File: src/rtl/wb_queue.sv
// Writeback queue: buffers register writes from multi-cycle units and drains
// them into the regfile write port on cycles the main pipeline leaves idle.
module wb_queue #(
  parameter int DATA_WIDTH = 32,
  parameter int ADDR_WIDTH = 5,
  parameter int DEPTH      = 4
) (
  input  logic                     clock,
  input  logic                     ctrl_reset,
  input  logic                     in_valid,
  output logic                     in_ready,
  input  logic [ADDR_WIDTH-1:0]    in_reg,
  input  logic [DATA_WIDTH-1:0]    in_data,
  input  logic                     wb_busy,
  output logic                     ctrl_writeEnable,
  output logic [ADDR_WIDTH-1:0]    ctrl_writeReg,
  output logic [DATA_WIDTH-1:0]    data_writeReg,
  input  logic [ADDR_WIDTH-1:0]    query_reg,
  output logic                     query_hit,
  output logic [$clog2(DEPTH):0]   count,
  output logic                     empty
);

  localparam int PW = $clog2(DEPTH);
  localparam logic [PW:0] FULL_COUNT = (PW+1)'(DEPTH);

  logic [ADDR_WIDTH-1:0] r_reg  [DEPTH];
  logic [DATA_WIDTH-1:0] r_data [DEPTH];
  logic [DEPTH-1:0]      r_valid;
  logic [PW-1:0]         r_head;
  logic [PW-1:0]         r_tail;
  logic [PW:0]           r_count;

  logic                  w_accept;
  logic                  w_push;
  logic                  w_pop;
  logic [DEPTH-1:0]      w_valid_next;
  logic                  w_hit;

  assign in_ready = (r_count < FULL_COUNT);
  assign empty    = (r_count == '0);
  assign count    = r_count;

  // Register 0 completes the handshake but is never stored.
  assign w_accept = in_valid && in_ready;
  assign w_push   = w_accept && (in_reg != '0);
  assign w_pop    = !empty && !wb_busy;

  assign ctrl_writeEnable = w_pop;
  assign ctrl_writeReg    = w_pop ? r_reg[r_head]  : '0;
  assign data_writeReg    = w_pop ? r_data[r_head] : '0;

  always_comb begin
    w_valid_next = r_valid;
    if (w_pop) begin
      w_valid_next[r_head] = 1'b0;
    end else begin
      w_valid_next = w_valid_next;
    end
    if (w_push) begin
      w_valid_next[r_tail] = 1'b1;
    end else begin
      w_valid_next = w_valid_next;
    end
  end

  always_comb begin
    w_hit = 1'b0;
    for (int i = 0; i < DEPTH; i++) begin
      w_hit = w_hit | (r_valid[i] && (r_reg[i] == query_reg));
    end
    query_hit = w_hit && (query_reg != '0);
  end

  always_ff @(posedge clock or negedge ctrl_reset) begin
    if (!ctrl_reset) begin
      r_head  <= '0;
      r_tail  <= '0;
      r_count <= '0;
      r_valid <= '0;
    end else begin
      r_valid <= w_valid_next;
      if (w_push) r_tail <= r_tail + PW'(1);
      if (w_pop)  r_head <= r_head + PW'(1);
      case ({w_push, w_pop})
        2'b10:   r_count <= r_count + (PW+1)'(1);
        2'b01:   r_count <= r_count - (PW+1)'(1);
        default: r_count <= r_count;
      endcase
    end
  end

  // Payload storage is never read without its valid bit, so it needs no reset.
  always_ff @(posedge clock) begin
    if (w_push) begin
      r_reg[r_tail]  <= in_reg;
      r_data[r_tail] <= in_data;
    end
  end

endmodule

File: config.mk
export PLATFORM = sky130hd
export DESIGN_NAME = wb_queue
export DESIGN_NICKNAME = d
export VERILOG_FILES = /design/src/rtl/wb_queue.sv
export SDC_FILE = /design/constraint.sdc
export NUM_CORES = 1
export LEC_CHECK = 0
export CAP_MARGIN = 30
export CORE_MARGIN = 4
export CORE_UTILIZATION = 25
export CTS_CLUSTER_SIZE = 20
export DETAILED_ROUTE_END_ITERATION = 6
export PLACE_DENSITY = 0.45
export SLEW_MARGIN = 20
export SYNTH_ARGS = -nofsm -noshare
export SYNTH_HDL_FRONTEND = slang
export SYNTH_SLANG_ARGS = --single-unit
File: constraint.sdc
create_clock -name clock -period 2.2 [get_ports clock]
set_clock_uncertainty 0.2 [all_clocks]
set_input_delay 0.44 -clock clock [delete_from_list [all_inputs] [get_ports clock]]
set_output_delay 0.44 -clock clock [all_outputs]
set_load 0.01 [all_outputs]
==> metrics.md <==
| Metric | Value |
|---|---|
| MaxCap Viol Count | 0 |
| Worst-Margin Slew | 0.560 ns |
| Ant diodes | 0 |
| Synth top area share | 68.7% |
| Initial antenna violation count | 0 |
| CP Launch Type | register |
| Dpl ws | -0.876 ns |
| Sw Pwr | 3.04 mW |
| Final ANT Viol Nets | 0 |
| Fin Setup TNS | -12.03 ns |
| Leading area contributor after synthesis | edfxtp_1 |
| Violated checks | negative setup slack |
| Fmax | approximately 390 MHz |
| Die width | roughly 170 um |
| TritonCTS clock tree | done |
| Most common cell after layout, fill and taps aside | edfxtp_1 |
| VDD IR max | 0.511 mV |
| Core area | ~0.025 mm^2 |
| Pin count of the biggest net entering global routing | 23 |
| Drt total wl | 14900 um |
| Internal Power | about 8 mW |
| Mean Syn Cell Area | 19.8 um^2 |
| DR vias | 3409 |
| Num rows | between 50 and 60 |
| I/O Pins | 90 |
| Area grow syn2layout | 39.2% |
| Worst rel slew slack | a little over three fifths |
| Synth warn | 0 |
| WP buf/inv | 3 |
| Critical path arrival | 1.92 ns |
| Placed instance area | approximately 0.008 mm^2 |
| Die ar. | around 0.029 mm^2 |
| PwrDens | about 1200 mW/mm^2 |
| Critical path depth in cells | 5 |
| Total Routing Usage GR | 11.0% |
| Sequential share of power | between 30% and 40% |
| Final HPWL DP | approximately 9500 um |
| CP delay by family, top | multiplexers |
| Critical-path cell list | buf_12 -> buf_16 -> mux4_2 -> and2_4 -> buf_6 |
| Largest cells by area after synthesis | edfxtp_1 (69%), mux4_2 (13%), dfrtp_1 (4.3%) |
| First-pass DRT Iterations | 4 |
| Num CTS Buffers | 17 |
| Clock slew at reported path FFs | 0.06 ns |
| Gpl congestion | between 0.7 and 0.8 |
| Sequential share of the synthesized area | 72.9% |
| Switching Share | ~28% |
| Worst reg2reg path depth | 11 |
| Vias per inst | 4.23 |
| PnR worst setup slack | -0.365 ns |
| Tcrit/Tclk final | 117% |
| Layout cells sized above 1 | between 40% and 50% |
| Critical path launch point | r_head[0] |
| Most frequent cells in the layout | edfxtp_1 (148), clkdlybuf4s50_1 (40), mux4_2 (37) |
| R2r endpoint | count[2] |
| Hold Buf Count CTS | 0 |
| Synth Instances | approximately 330 |
| Die height | 169 um |
| Final Core Density | 35.6% |
| DRC errors left | 0 |
| Hold Fails Final Rpt | 0 |
| Comb power frac | a little under two fifths |
| #FFs+latches synth | 159 |
| CTS Root Cell | clkbuf_16 |
| Clock sinks | around 160 |
| Final setup viols | 38 |
| Worst min-delay path category | input pin to register |
| Leakage | about 3.2 nW |
| Req. time, crit path | 1.56 ns |
| Max FFs per register | approximately 130 |
| Final Max Tran Viols | 0 |
| Status | finished with violations |
| Post-synth cell types | 27 |
| Wire per inst | approximately 18 um |
| Fin nets | 519 |
| Slowest stage delay, CP | about 0.52 ns |
| First-pass GRT wire length | between 20000 and 25000 um |
| R2R setup slack | around 0.060 ns |
| Worst reg2reg path startpoint | count[0] |
| Min Clock Period, post-route | about 2.6 ns |
| Post-Syn Area | ~0.0065 mm^2 |
| Critical path capture point type | output port |
| Worst setup endpoint | data_writeReg[22] |
| Number of port buffers | a little under 90 |
| Finished Cell Area | ~0.0090 mm^2 |
| Slowest-stage cell, CP | mux4_2 |
| GRT overflow | 0 |
| CTS H-tree depth | 4 |
| Synthesized Nets | between 300 and 400 |
| Clock Path Buffers | 2 |
| Initial DRC Count | ~170 |
| RSZ-0062 raised after global routing | yes |
| Worst Setup Path Type | register to output port |
| Worst skew pair latency | about 0.41 ns |
| CP Max Fanout | 8 |
| Number of global-route vias before repair | roughly 3.9k |
| Clock power frac | 26.6% |
| Initial Util | 25.6% |
[power by group through the flow]
stage                     logic, mW  clock network (mW)  registers [mW]
final                          4.06                2.92            4.00
after detailed placement       3.68                   0            4.06
after global routing           4.43                3.16            4.04
after global placement         3.67                   0            4.04
after floorplan                1.94                   0            4.00
after CTS                      4.30                3.01            3.99
[layer usage]
layer  up-vias  wire length [um]  global-route usage (%)
met5         -                 0                       0
met4         0               104                    3.28
met3         8               706                    3.27
met2        75              7730                    18.7
met1      1787              6320                    13.6
li1       1539                 -                       -
[through the flow]
stage	cells	hold WS, ns	total power, mW
2_1_floorplan	327	-0.0556	5.94
3_3_place_gp	762	0.311	7.72
3_5_place_dp	762	0.299	7.75
4_1_cts	808	0.180	11.3
5_1_grt	806	0.0395	11.6
6_report	806	0.0734	11.0
[kinds of logic (layout without fill, tap and decap cells)]
kind of cell	count (synthesis)	count (layout)	synth area share [%]
AOI/OAI and AO/OA	8	8	1.06
xor gates and xnor gates	25	25	3.38
adders and majority gates	10	10	2.05
buffers and inverters	26	175	1.89
DFF	159	159	72.9
muxes	38	38	13.0
and+or+nand+nor	61	61	5.66
[area by class of cell]
cell class | instances | area (um^2)
clock buffer | 21 | 440
clock inverter | 11 | 138
fill | 2385 | 16300
inverter | 9 | 33.8
multi-input combinational | 142 | 1760
sequential | 159 | 4720
tap | 330 | 413
timing repair buffer | 134 | 1500
[worst register-to-register path, cell delays in order, from the launching register on]
cell,delay (ns)
dfrtp_1,0.40
nor3_4,0.07
nor2_4,0.14
buf_12,0.12
buf_8,0.12
buf_6,0.10
ha_4,0.12
inv_2,0.04
fa_2,0.37
xor2_1,0.14
nor2_1,0.12
xnor2_1,0.12
[synth_stat cells]
master	number
nor4_1	4
clkbuf_1	9
o21ai_0	2
xnor2_1	8
xor2_1	17
buf_2	5
o311a_4	1
nand2_1	6
mux2i_1	1
buf_4	1
nor3_1	1
or3_1	1
fa_1	1
o21a_1	1
nor2_1	2
a21o_1	4
dfrtp_1	11
nand4_1	1
nand3_1	4
and2_4	4
inv_1	9
and2_1	37
edfxtp_1	148
mux4_2	37
ha_1	9
or4_1	1
buf_6	2
[worst min-delay path by stage]
stage                           from          end  slack, ns  depth (start not counted)
after floorplan           ctrl_reset     count[0]      -0.06                          0
after global placement    r_valid[3]   r_valid[3]       0.31                          1
after detailed placement  r_valid[3]   r_valid[3]       0.30                          1
after CTS                  in_reg[1]  r_reg[0][1]       0.18                          1
after global routing       in_reg[1]  r_reg[0][1]       0.04                          1
final                      in_reg[1]  r_reg[0][1]       0.07                          1
[timing repair]
item / CTS / global route
cloned: 4 / 0
setup endpoints to repair: 195 / 40
setup buffers: 10 / 6
pin swaps: 45 / 12
resized for setup: 219 / 40
Note: power is estimated with default switching activity, not from simulation.
